===== src/rtl/lock_pkg.sv =====
// Shared constants and key-event encoding for the lock datapath:
// used by the input conditioner and the lock sequence FSM.
package lock_pkg;

  localparam int unsigned DEBOUNCE_CYCLES_DEFAULT = 16;
  localparam int unsigned TIMEOUT_CYCLES_DEFAULT  = 1_000_000;

  typedef enum logic [1:0] {
    NONE  = 2'd0,
    KEY_A = 2'd1,
    KEY_B = 2'd2
  } key_event_e;

endpackage


===== src/rtl/key_debounce.sv =====
// One push-button lane: 2-flop synchroniser, debounce counter, stable level
// and a registered single-cycle pulse on every clean 0->1 press.
module key_debounce
  import lock_pkg::*;
#(
  parameter int unsigned DEBOUNCE_CYCLES = DEBOUNCE_CYCLES_DEFAULT
) (
  input  logic clk,
  input  logic reset,
  input  logic raw,
  output logic press
);

  localparam int unsigned CW = $clog2(DEBOUNCE_CYCLES);

  logic          sync1;
  logic          sync2;
  logic          stable;
  logic [CW-1:0] cnt;

  always_ff @(posedge clk or posedge reset) begin
    if (reset) begin
      sync1  <= 1'b0;
      sync2  <= 1'b0;
      stable <= 1'b0;
      cnt    <= '0;
      press  <= 1'b0;
    end else begin
      sync1 <= raw;
      sync2 <= sync1;
      press <= 1'b0;
      if (sync2 != stable) begin
        // Flip only after DEBOUNCE_CYCLES consecutive differing samples;
        // the press pulse leaves on the same edge the stable level rises.
        if (cnt == CW'(DEBOUNCE_CYCLES - 1)) begin
          stable <= sync2;
          cnt    <= '0;
          press  <= sync2;
        end else begin
          cnt <= cnt + CW'(1);
        end
      end else begin
        cnt <= '0;
      end
    end
  end

endmodule


===== src/rtl/lock_key_conditioner.sv =====
// Conditions two raw buttons into single-cycle key events a/b plus zero.
// Define KEYIN_TIMEOUT_EN to add the inactivity timeout pulse.
module lock_key_conditioner
  import lock_pkg::*;
#(
  parameter int unsigned DEBOUNCE_CYCLES = DEBOUNCE_CYCLES_DEFAULT,
  parameter int unsigned TIMEOUT_CYCLES  = TIMEOUT_CYCLES_DEFAULT
) (
  input  logic clk,
  input  logic reset,
  input  logic a_raw,
  input  logic b_raw,
  output logic a,
  output logic b,
  output logic zero,
  output logic timeout
);

  logic       a_press;
  logic       b_press;
  key_event_e key_event;

  key_debounce #(.DEBOUNCE_CYCLES(DEBOUNCE_CYCLES)) u_deb_a (
    .clk   (clk),
    .reset (reset),
    .raw   (a_raw),
    .press (a_press)
  );

  key_debounce #(.DEBOUNCE_CYCLES(DEBOUNCE_CYCLES)) u_deb_b (
    .clk   (clk),
    .reset (reset),
    .raw   (b_raw),
    .press (b_press)
  );

  // A simultaneous press is treated as the wrong key, so B takes priority.
  always_comb begin
    key_event = NONE;
    if (b_press) begin
      key_event = KEY_B;
    end else if (a_press) begin
      key_event = KEY_A;
    end
  end

  always_ff @(posedge clk or posedge reset) begin
    if (reset) begin
      a    <= 1'b0;
      b    <= 1'b0;
      zero <= 1'b1;
    end else begin
      a    <= (key_event == KEY_A);
      b    <= (key_event == KEY_B);
      zero <= (key_event == NONE);
    end
  end

`ifdef KEYIN_TIMEOUT_EN
  localparam int unsigned TW = $clog2(TIMEOUT_CYCLES);

  logic [TW-1:0] idle_cnt;
  logic          armed;

  // A key event on the terminal-count edge re-arms instead of timing out.
  always_ff @(posedge clk or posedge reset) begin
    if (reset) begin
      idle_cnt <= '0;
      armed    <= 1'b0;
      timeout  <= 1'b0;
    end else begin
      timeout <= 1'b0;
      if (key_event != NONE) begin
        armed    <= 1'b1;
        idle_cnt <= '0;
      end else if (armed) begin
        if (idle_cnt == TW'(TIMEOUT_CYCLES - 1)) begin
          timeout  <= 1'b1;
          armed    <= 1'b0;
          idle_cnt <= '0;
        end else begin
          idle_cnt <= idle_cnt + TW'(1);
        end
      end
    end
  end
`else
  assign timeout = 1'b0;
`endif

endmodule


===== config.mk =====
export PLATFORM = sky130hd
export DESIGN_NAME = lock_key_conditioner
export DESIGN_NICKNAME = d
export VERILOG_FILES = /design/src/rtl/lock_pkg.sv /design/src/rtl/key_debounce.sv /design/src/rtl/lock_key_conditioner.sv
export SDC_FILE = /design/constraint.sdc
export NUM_CORES = 1
export LEC_CHECK = 0
export ABC_AREA = 1
export BUFFER_PORTS_ARGS = -buffer_cell sky130_fd_sc_hd__buf_2
export CAP_MARGIN = 0
export CELL_PAD_IN_SITES_DETAIL_PLACEMENT = 0
export CELL_PAD_IN_SITES_GLOBAL_PLACEMENT = 1
export CORE_MARGIN = 4
export CORE_UTILIZATION = 45
export DETAILED_ROUTE_END_ITERATION = 6
export PLACE_DENSITY_LB_ADDON = 0.1
export SLEW_MARGIN = 40
export SYNTH_ARGS = -nofsm -noshare
export SYNTH_HDL_FRONTEND = slang
export SYNTH_SLANG_ARGS = --single-unit

===== constraint.sdc =====
create_clock -name clk -period 2.6 [get_ports clk]
set_input_delay 0.78 -clock clk [delete_from_list [all_inputs] [get_ports clk]]
set_output_delay 0.78 -clock clk [all_outputs]
set_load 0.02 [all_outputs]

* Yosys cells after proc, flatten, opt, wreduce, memory -nomap -nowiden
Cells that the tools add are included.
** Cells by class
- Reduce and logical (&&, ||, !) cells :: 3
- Add/sub/neg operators :: 2
- Equality and inequality tests :: 6
- Mux-type cells :: 10
** Operators with widths (count)
- $mux W4 :: 4
- $add A4 B1 Y4 const B :: 2
- $eq A4 B4 Y1 const B :: 2
- $mux W1 :: 5
- $reduce_and A2 Y1 :: 2
- $eq A2 B1 Y1 const B :: 1
- $eq A2 B2 Y1 const B :: 1
- $logic_not A2 Y1 :: 1
- $mux W2 :: 1
- $ne A1 B1 Y1 :: 2
** Word-level totals
- Flip-flop bits (word level) :: 19
- Output and inout port bits :: 4
- Input bits :: 4

* Logic depth before layout (Yosys ltp)
Gate-level depths: netlist of the first run.
- Word-level depth :: 3
- Depth in mapped cells :: 4

* Modules after synthesis
From an unflattened synthesis of the first run, not the netlist that was laid out.
** Unflattened totals
- Cell total of the unflattened synthesis :: 72
- Area, all modules :: 764.5 um^2
** By module, submodules not included
- key_debounce :: times used 2, area each 329.1 um^2, cells each 31
- lock_key_conditioner :: times used 1, area each 106.4 um^2, cells each 10

* Worst setup path after synthesis of the first run
OpenSTA, ideal clock, no wires.
- Path kind :: reg-to-output
- From :: register zero
- To :: output zero
- Slack :: 1266 ps
- Buffers on the path :: 0
- Stages on the path, launching flop included :: 1
- Arrival time :: 554 ps
- Path through :: dfstp_2
** RTL lines
- start, declared :: RTL line lock_key_conditioner.sv:15 : output logic zero,
- start signal, assigned :: RTL line lock_key_conditioner.sv:55 : zero <= (key_event == NONE);
No word-level cell between the ends.

* Final worst setup path of the first run
- From :: register zero
- To :: output zero
No word-level cell between the ends.

==> metrics.txt, run 1 <==
Post-Synthesis Cell Area between 700 and 800 µm²; total of max-cap violations 0; yosys warns 0; Synth top area share around 60%; Pleak 0.420 nW; fmax around 570 MHz; Critical Path Slowest Stage Cell dfstp_2; GR met3 Demand/Resource between 2 and 3%; endpoints failing setup 0; placed instance area between 700 and 800 µm²; Hold Crit Class register to register; max-slew violations 0; PD cells around 600 nW/µm²; largest net degree at the start of global routing 20; drt first pass iters 4; # resized after CTS 0; met2 usage 12.2%; Mapped Avg Cell Area 10.8 µm²; RSZ-0062 raised after global routing false; IO Port Bufs 6; total CTS buffers 3; worst path required time ~1.8 ns; Worst Hold Path EP u_deb_a.sync2; GR Overflow Total 0; GP Congestion between 0.6 and 0.7; Setup CP Type register to output port; Synth Register Bits 19; M1 GR Usage a little under an eighth; vias in the first global route ~410; diodes inserted 0; Tcrit/Tclk final about two thirds; Total GRT Usage 9.22%; Pwr Total 0.488 mW; Initial Util about half; synth unique cells 18; Post-CTS Hold Buffers 0; Worst Reg2Reg Path Length in Cells 4; Fin. Hold Viols 0; initial DRC count 5; Boundary Pins 8; CP delay by family, top flip-flops; hold path cells 0; total wire length about 900 µm; Synth-to-Final Area Change 8.76%; Core ar. about 1500 µm²; Clock transition at path regs 0.10 ns; routed vias/inst between 4 and 5; Worst Path Buf+Inv 1; gate count of the mapped netlist 70; die width about 50 µm; WL/cell approximately 9.6 µm; status finished clean; Yosys top cell by area dfrtp_1; crit path launch zero; setup slack, reg-to-reg 1.55 ns; fin area between 800 and 900 µm²; CTS sink cnt 19; share of layout cells above drive strength 1 about a third; initial antenna violation count 0; nets between 80 and 90; Reg-to-Reg Start u_deb_b.cnt[0]; CTS tree yes; crit-path max FO 1; Slew headroom 55.4%; RR Endpoint u_deb_b.cnt[3]; root buffer cell clkbuf_4; Clock Skews between 0.005 and 0.006 ns; Max IR drop VDD 0.366 mV; Synth area leaders dfrtp_1 (60%), nand3_2 (5.3%), nand2_1 (5.0%); vias ~450; Period minus WS final around 1.7 ns; cells along the critical path buf_2; Longest Clk Path Bufs 2; slowest stage delay, CP ~0.52 ns; Top Usage Layer GRT met2; Least-Margin Pin Slew about 0.67 ns; H-tree depth 1; CP Launch Type register; first-pass GRT wire length 1.66 mm; postcts setup bufs 0; sequential element share of the synthesized area approximately 63%; hold_sp u_deb_a.sync1; die height about 50 µm; clk_lat worst skew ~0.29 ns; total die area 2400 µm²; Site Rows 14; # DRC 0; crit path capture type output port; Synthesized Nets 76; Detailed Place HPWL 674 µm; Finished Core Util between 50% and 60%; post-detailed-route count of antenna-violating nets 0; Worst EP arrival 0.96 ns; setup TNS 0 ns
==> cells in the mapped netlist, drive strengths merged <==
cell	n
conb	1
clkbuf	1
ha	2
dfrtp	18
inv	10
nand2	12
buf	1
xnor2	2
o21ai	2
nand4	2
nor3	2
nor2	10
dfstp	1
nand3	6
==> registers in the layout (all words and copies together) (netlist names) <==
register and count:
u_deb_a.cnt 4, u_deb_b.press 1, u_deb_b.sync1 1, u_deb_b.stable 1, u_deb_b.cnt 4, u_deb_a.press 1, u_deb_a.sync2 1, u_deb_a.sync1 1
b 1, u_deb_b.sync2 1, u_deb_a.stable 1, a 1, zero 1
==> stage by stage <==
| stage | instances | hold WS, ns | setup slack, ns |
|---|---|---|---|
| after floorplan | 70 | 0.331 | 1.27 |
| after global placement | 90 | 0.334 | 1.18 |
| after detailed placement | 90 | 0.338 | 1.18 |
| after CTS | 94 | 0.364 | 0.835 |
| after global routing | 94 | 0.380 | 0.804 |
| final | 94 | 0.361 | 0.855 |
==> cells in the final DEF (no fill, tap or decap), types with 3 or more instances in the layout <==
cell type / n
clkbuf_4: 3
inv_1: 6
nor2_1: 8
buf_2: 6
dfrtp_1: 18
nand3_2: 4
inv_2: 4
nand2_1: 10
==> layout make-up <==
type | instances | area (µm²)
clock buffers | 3 | 22.5
clock inverters | 1 | 5.00
fillers | 147 | 718
inverters | 10 | 37.5
multi-input cells | 39 | 231
flip-flops and latches | 19 | 477
well taps | 16 | 20.0
repair buffers | 6 | 30.0
==> kinds of logic after synthesis <==
kind of cell / share of synthesized area (%)
and+or+nand+nor: 23.1
DFF: 63.0
AOI/OAI and AO/OA: 1.32
buffers and inverters: 6.45
adders and majority gates: 3.31
other: 0.495
xor gates and xnor gates: 2.31
==> per-layer routing <==
layer	share of wire, %	vias up
met5	0	-
met4	3.7	0
met3	5.7	4
met2	41	10
met1	49	201
li1	-	230
==> report_power, final <==
group          internal [mW]  switching [mW]
registers              0.306         0.00885
clock network         0.0573          0.0857
logic                 0.0113          0.0191
total                  0.375           0.114
==> worst max path at each step <==
stage / end / slack, ns / cells past startpoint
6_report: zero / 0.86 / 1
5_1_grt: zero / 0.80 / 1
4_1_cts: zero / 0.83 / 1
3_5_place_dp: zero / 1.18 / 1
3_3_place_gp: zero / 1.18 / 1
2_1_floorplan: zero / 1.27 / 0
Note: power is estimated with default switching activity, not from simulation.
==> run 2: changes to the inputs <==
--- a/config.mk
+++ b/config.mk
@@ -5,13 +5,13 @@
 export SDC_FILE = /design/constraint.sdc
 export NUM_CORES = 1
 export LEC_CHECK = 0
-export ABC_AREA = 1
+export ABC_AREA = 0
 export BUFFER_PORTS_ARGS = -buffer_cell sky130_fd_sc_hd__buf_2
 export CAP_MARGIN = 0
 export CELL_PAD_IN_SITES_DETAIL_PLACEMENT = 0
 export CELL_PAD_IN_SITES_GLOBAL_PLACEMENT = 1
 export CORE_MARGIN = 4
-export CORE_UTILIZATION = 45
+export CORE_UTILIZATION = 40
 export DETAILED_ROUTE_END_ITERATION = 6
 export PLACE_DENSITY_LB_ADDON = 0.1
 export SLEW_MARGIN = 40
==> constraint.sdc (replaced) <==
create_clock -name clk -period 1.5 [get_ports clk]
set_input_delay 0.45 -clock clk [delete_from_list [all_inputs] [get_ports clk]]
set_output_delay 0.45 -clock clk [all_outputs]
set_load 0.02 [all_outputs]
==> run 2 against run 1 <==
Effect of this change:
- via count shrank 10%
- power grew 74%
- clock skew shrank 0.0026 ns
- critical path depth is the same
- non-clock buffer count grew 2
- sequential share of layout area is the same
- global-route usage grew 0.76 points
- critical path type unchanged
- critical endpoint unchanged
- largest power group unchanged
- synthesized cell count shrank 24%
- final cell count shrank 6.4%
- first-iteration DRC count shrank 40%
- design area is the same
==> metrics.txt, run 2 <==
status finished clean; Total GRT Usage 9.98% (+0.76 points); endpoints failing setup 0 (unchanged); crit-path max FO 1 (unchanged); CTS tree yes; Setup CP Type register to output port; synth unique cells 17 (-1); total CTS buffers 3 (unchanged); Hold Crit Class primary input to asynchronous set/reset pin; most frequent cells in the layout dfrtp_1 (18), buf_2 (6), xnor2_1 (4), a21oi_1 (4); max-slew violations 0 (unchanged); Synth top area share 61.6% (+2.1 points); Post-CTS Hold Buffers 0 (unchanged); Synthesized Nets 59 (-22%); Mapped Avg Cell Area 13.8 µm² (+27%); WL/cell 11.3 µm (+18%); die height 50.7 µm (+3.5%); Largest regs u_deb_a.cnt: 4 flops, u_deb_b.cnt: 4 flops; CP Launch Type register; share of layout cells above drive strength 1 30.2% (-1.9 points); Yosys top cell by area dfrtp_1; sequential element share of the synthesized area 65.2% (+2.3 points); RSZ-0062 raised after global routing false; crit path capture type output port; Boundary Pins 8 (unchanged); PD cells 1030 nW/µm² (+74%); commonest non-fill, non-tap cell in the layout dfrtp_1; gate count of the mapped netlist 53 (-24%); Synth-to-Final Area Change 12.7%; cells along the critical path buf_2; GR Overflow Total 0 (unchanged); Core ar. 1730 µm² (+12%); Synth Flop Type dfrtp_1; share of flip-flops with an asynchronous set or reset 100% (unchanged); worst path required time 1.05 ns (-0.77 ns); nets 70 (-18%); EDFF count, synth 0 (unchanged); Clock transition at path regs 0.10 ns (about the same); Site Rows 15 (+1); Post-Place Cells 84 (-6.7%); vias in the first global route 401 (-1.5%); Post-Synthesis Cell Area 731 µm² (-3.5%); first-pass GRT wire length 1.81 mm (+9.5%); GP Congestion 0.754 (+14%); Longest Clk Path Bufs 2 (unchanged); IO Port Bufs 6 (unchanged); total of max-cap violations 0 (unchanged); post-detailed-route count of antenna-violating nets 0 (unchanged); Tcrit/Tclk final between 90% and 100%; CTS sink cnt 19 (unchanged); largest net degree at the start of global routing 12 (-40%); routed vias/inst 4.55 (-4.0%); initial antenna violation count 0 (unchanged); Synth Register Bits 19 (unchanged); total die area 2570 µm² (+7.2%); fmax ~710 MHz; H-tree depth 1 (unchanged); Critical Path Slowest Stage Cell dfstp_2; Pleak 0.383 nW (-8.7%); Period minus WS final ~1.4 ns; setup TNS 0 ns (unchanged); drt first pass iters 2 (-2); fin cells 88 (-6.4%); Detailed Place HPWL 782 µm (+16%); Synth top cells by count dfrtp_1 (18), a21oi_1 (4), xnor2_1 (4); vias 400 (-10%); postcts setup bufs 0 (unchanged); Worst EP arrival 0.96 ns (about the same); Fin. Hold Viols 0 (unchanged); total wire length 995 µm (+10%); initial DRC count 3 (-2); # resized after CTS 0 (unchanged); Initial Util 42.3% (-6.8 points); CP delay by family, top flip-flops; diodes inserted 0 (unchanged); Max IR drop VDD 0.448 mV (+22%); # DRC 0 (unchanged); slowest stage delay, CP 0.52 ns (about the same); Clock Skews 0.00293 ns (-0.00259 ns); most frequent cell after synthesis dfrtp_1; root buffer cell clkbuf_4; Synth area leaders dfrtp_1 (62%), xnor2_1 (4.8%), mux2_4 (4.1%); Worst Path Buf+Inv 1 (unchanged); die width 50.7 µm (+3.5%); clk_lat worst skew 0.29 ns (about the same); yosys warns 0 (unchanged)
## run 2: cell types whose count changed in the layout (fill, tap and decap cells not counted), moves of 3 or more
cell	change
inv_2	-4
nor2_1	-5
nor2b_1	+3
inv_1	-3
nand2_1	-10
a21oi_1	+4
## run 2: final cells by class
| class | instances | area, µm² |
|---|---|---|
| flip-flops and latches | 19 | 477 |
| repair buffers | 8 | 45.0 |
| well taps | 25 | 31.3 |
| clock inverters | 1 | 5.00 |
| inverters | 3 | 11.3 |
| clock buffers | 3 | 22.5 |
| multi-input cells | 29 | 231 |
| fillers | 170 | 903 |
## run 2: logic make-up after synthesis
group                    synth area share, %
multiplexers                            4.11
flip-flops                              65.2
XOR/XNOR                                4.79
buffers and inverters                   3.08
AO/OA/AOI/OAI                           4.11
AND/OR/NAND/NOR                         14.7
other                                  0.513
adder cells (fa/ha/maj)                 3.42
## run 2: worst paths after layout
kind                                start        endpoint  slack, ns  cells after the start
setup reg to reg           u_deb_b.cnt[0]  u_deb_b.stable       0.28                      3
setup / recovery                     zero            zero       0.09                      1
max in group asynchronous           reset            zero       0.95                      3
hold reg to reg             u_deb_a.sync1   u_deb_a.sync2       0.36                      0
min in group clk                    b_raw   u_deb_b.sync1       0.26                      1
hold / removal                      reset   u_deb_a.sync2       0.08                      2
## run 2: report_power, final
| part | total [mW] | switching [mW] | internal (mW) |
|---|---|---|---|
| registers | 0.549 | 0.0180 | 0.531 |
| logic | 0.0528 | 0.0277 | 0.0251 |
| clock network | 0.248 | 0.149 | 0.0990 |
| total | 0.849 | 0.195 | 0.655 |
## run 2: stage by stage
stage	hold slack [ns]	util, %	total power [mW]	worst slack [ns]	instance area, µm²
6_report	0.0796	47.7	0.849	0.0927	823
5_1_grt	0.0861	47.7	0.905	0.0491	823
4_1_cts	0.0768	47.7	0.865	0.0784	823
3_5_place_dp	0.338	46.1	0.613	0.295	796
3_3_place_gp	0.335	46.1	0.612	0.301	796
2_1_floorplan	0.331	-	0.595	0.355	731
## run 2: per-layer routing
| metal | up-vias | track usage (%) | wire (µm) |
|---|---|---|---|
| met4 | 0 | 8.07 | 9 |
| met1 | 199 | 14.1 | 490 |
| met3 | 2 | 2.67 | 35 |
| met2 | 6 | 12.4 | 458 |
| li1 | 193 | - | - |
| met5 | - | 0 | 0 |
==> run 3: changes to the inputs <==
--- a/config.mk
+++ b/config.mk
@@ -13,7 +13,7 @@
 export CORE_MARGIN = 4
 export CORE_UTILIZATION = 40
 export DETAILED_ROUTE_END_ITERATION = 6
-export PLACE_DENSITY_LB_ADDON = 0.1
+export PLACE_DENSITY = 0.73
 export SLEW_MARGIN = 40
 export SYNTH_ARGS = -nofsm -noshare
 export SYNTH_HDL_FRONTEND = slang
==> run 3 against run 2 <==
Effect of this change:
- worst hold slack better by 0.037 ns
- critical endpoint unchanged
- die area stayed put
- utilization is 0.43 points lower
- wire length is 5.7% lower
- largest cell class unchanged
- sequential power hardly changed
- first-iteration DRC count is 100% higher
==> metrics.txt, run 3 (synthesis gave the netlist of run 2 again) <==
status finished clean; Pleak 0.378 nW (-1.3%); die width 50.7 µm (unchanged); Int Power 0.653 mW (-0.21%); Site Rows 15 (unchanged); CP delay by family, top flip-flops; initial antenna violation count 0 (unchanged); Final Worst Setup Slack 0.0815 ns (-0.0112 ns); total of max-cap violations 0 (unchanged); total wire length 938 µm (-5.7%); worst path required time 1.05 ns (about the same); postcts setup bufs 0 (unchanged); Place WS 0.300 ns (+0.00561 ns); # DRC 0 (unchanged); clk_lat worst skew 0.29 ns (about the same); CTS sink cnt 19 (unchanged); nets 69 (-1.4%); first-pass GRT wire length 1.66 mm (-8.4%); largest net degree at the start of global routing 12 (unchanged); CTS tree yes; Longest Clk Path Bufs 2 (unchanged); WL/cell 10.8 µm (-4.6%); share of layout cells above drive strength 1 29.0% (-1.1 points); Initial Util 42.3% (unchanged); Largest regs u_deb_a.cnt: 4 flops, u_deb_b.cnt: 4 flops; clock share of power 30.2% (+1.0 points); max-slew violations 0 (unchanged); drt first pass iters 2 (unchanged); Post-CTS Hold Buffers 0 (unchanged); total CTS buffers 3 (unchanged); Critical Path Slowest Stage Cell dfstp_2; setup TNS 0 ns (unchanged); diodes inserted 0 (unchanged); switching portion of total power 23.9% (+0.94 points); vias 393 (-1.8%); root buffer cell clkbuf_4; IO Port Bufs 6 (unchanged); Boundary Pins 8 (unchanged); post-detailed-route count of antenna-violating nets 0 (unchanged); P_sw 0.205 mW (+5.2%); Clock Skews 0.00107 ns (-0.00186 ns); CP Launch Type register; # fillers 168 (-1.2%); die height 50.7 µm (unchanged); Hold Crit Class primary input to asynchronous set/reset pin; Worst EP arrival 0.97 ns (about the same); slowest stage delay, CP 0.53 ns (about the same); Setup CP Type register to output port; Clock transition at path regs 0.11 ns (about the same); Core ar. 1730 µm² (unchanged); most frequent cells in the layout dfrtp_1 (18), buf_2 (6), xnor2_1 (4), a21oi_1 (4); H-tree depth 1 (unchanged); Synth-to-Final Area Change 11.6%; routed vias/inst 4.52 (-0.62%); PD cells 1050 nW/µm² (+1.9%); fmax 705 MHz (-0.79%); Tcrit/Tclk final 94.6% (+0.75 points); Detailed Place HPWL 651 µm (-17%); Max IR drop VDD 0.506 mV (+13%); GP Congestion 0.755 (+0.11%); Total GRT Usage 8.87% (-1.1 points); total die area 2570 µm² (unchanged); endpoints failing setup 0 (unchanged); cells along the critical path buf_2; Worst Path Buf+Inv 1 (unchanged); sequential share of power 63.9% (-0.7 points); storage element area 477 µm² (unchanged); vias in the first global route 395 (-1.5%); crit-path max FO 1 (unchanged); commonest non-fill, non-tap cell in the layout dfrtp_1; crit path capture type output port; Period minus WS final 1.42 ns (+0.0112 ns); initial DRC count 6 (+3); multi-input logic area 231 µm² (unchanged); Fin. Hold Viols 0 (unchanged); GR Overflow Total 0 (unchanged); RSZ-0062 raised after global routing false; # resized after CTS 0 (unchanged); power share of the combinational group 5.9% (-0.3 points); hold slack final 0.116 ns (+0.0368 ns)
-- run 3: cell types whose count changed in the layout (fill, tap and decap cells not counted) --
cell / change
buf_4: -1
-- run 3: path summary, 6_finish.rpt --
| kind | cells past startpoint | slack (ns) | from | end |
|---|---|---|---|---|
| hold reg to reg | 0 | 0.36 | u_deb_b.sync1 | u_deb_b.sync2 |
| setup / recovery | 1 | 0.08 | zero | zero |
| setup reg to reg | 3 | 0.28 | u_deb_b.cnt[0] | u_deb_b.stable |
| max in group asynchronous | 3 | 0.92 | reset | u_deb_b.cnt[0] |
| min in group clk | 1 | 0.25 | a_raw | u_deb_a.sync1 |
| hold / removal | 2 | 0.12 | reset | b |
-- run 3: cell type report --
class / instances / share of cell area [%]
Clock buffer: 3 / 2.76
Clock inverter: 1 / 0.613
Inverter: 3 / 1.38
Multi-Input combinational cell: 29 / 28.4
Sequential cell: 19 / 58.4
Tap cell: 25 / 3.83
Timing Repair Buffer: 7 / 4.60
-- run 3: per-layer routing --
layer	track usage, %	up-vias	share of wire [%]
li1	-	192	-
met1	11.0	191	51
met2	13.5	10	43
met3	2.67	0	5.3
met4	5.38	0	0
met5	0	-	0
-- run 3: through the flow --
| stage | total power [mW] | utilization, % | cell area [µm²] | instances |
|---|---|---|---|---|
| after floorplan | 0.595 | - | 731 | 53 |
| after global placement | 0.609 | 45.7 | 788 | 83 |
| after detailed placement | 0.609 | 45.7 | 788 | 83 |
| after CTS | 0.862 | 47.2 | 816 | 87 |
| after global routing | 0.898 | 47.2 | 816 | 87 |
| final | 0.858 | 47.2 | 816 | 87 |
-- run 3: power groups by stage --
| stage | sequential, mW | clock, mW | combinational [mW] |
|---|---|---|---|
| after floorplan | 0.554 | 0 | 0.0410 |
| after global placement | 0.557 | 0 | 0.0518 |
| after detailed placement | 0.557 | 0 | 0.0520 |
| after CTS | 0.547 | 0.262 | 0.0525 |
| after global routing | 0.551 | 0.288 | 0.0593 |
| final | 0.548 | 0.259 | 0.0508 |
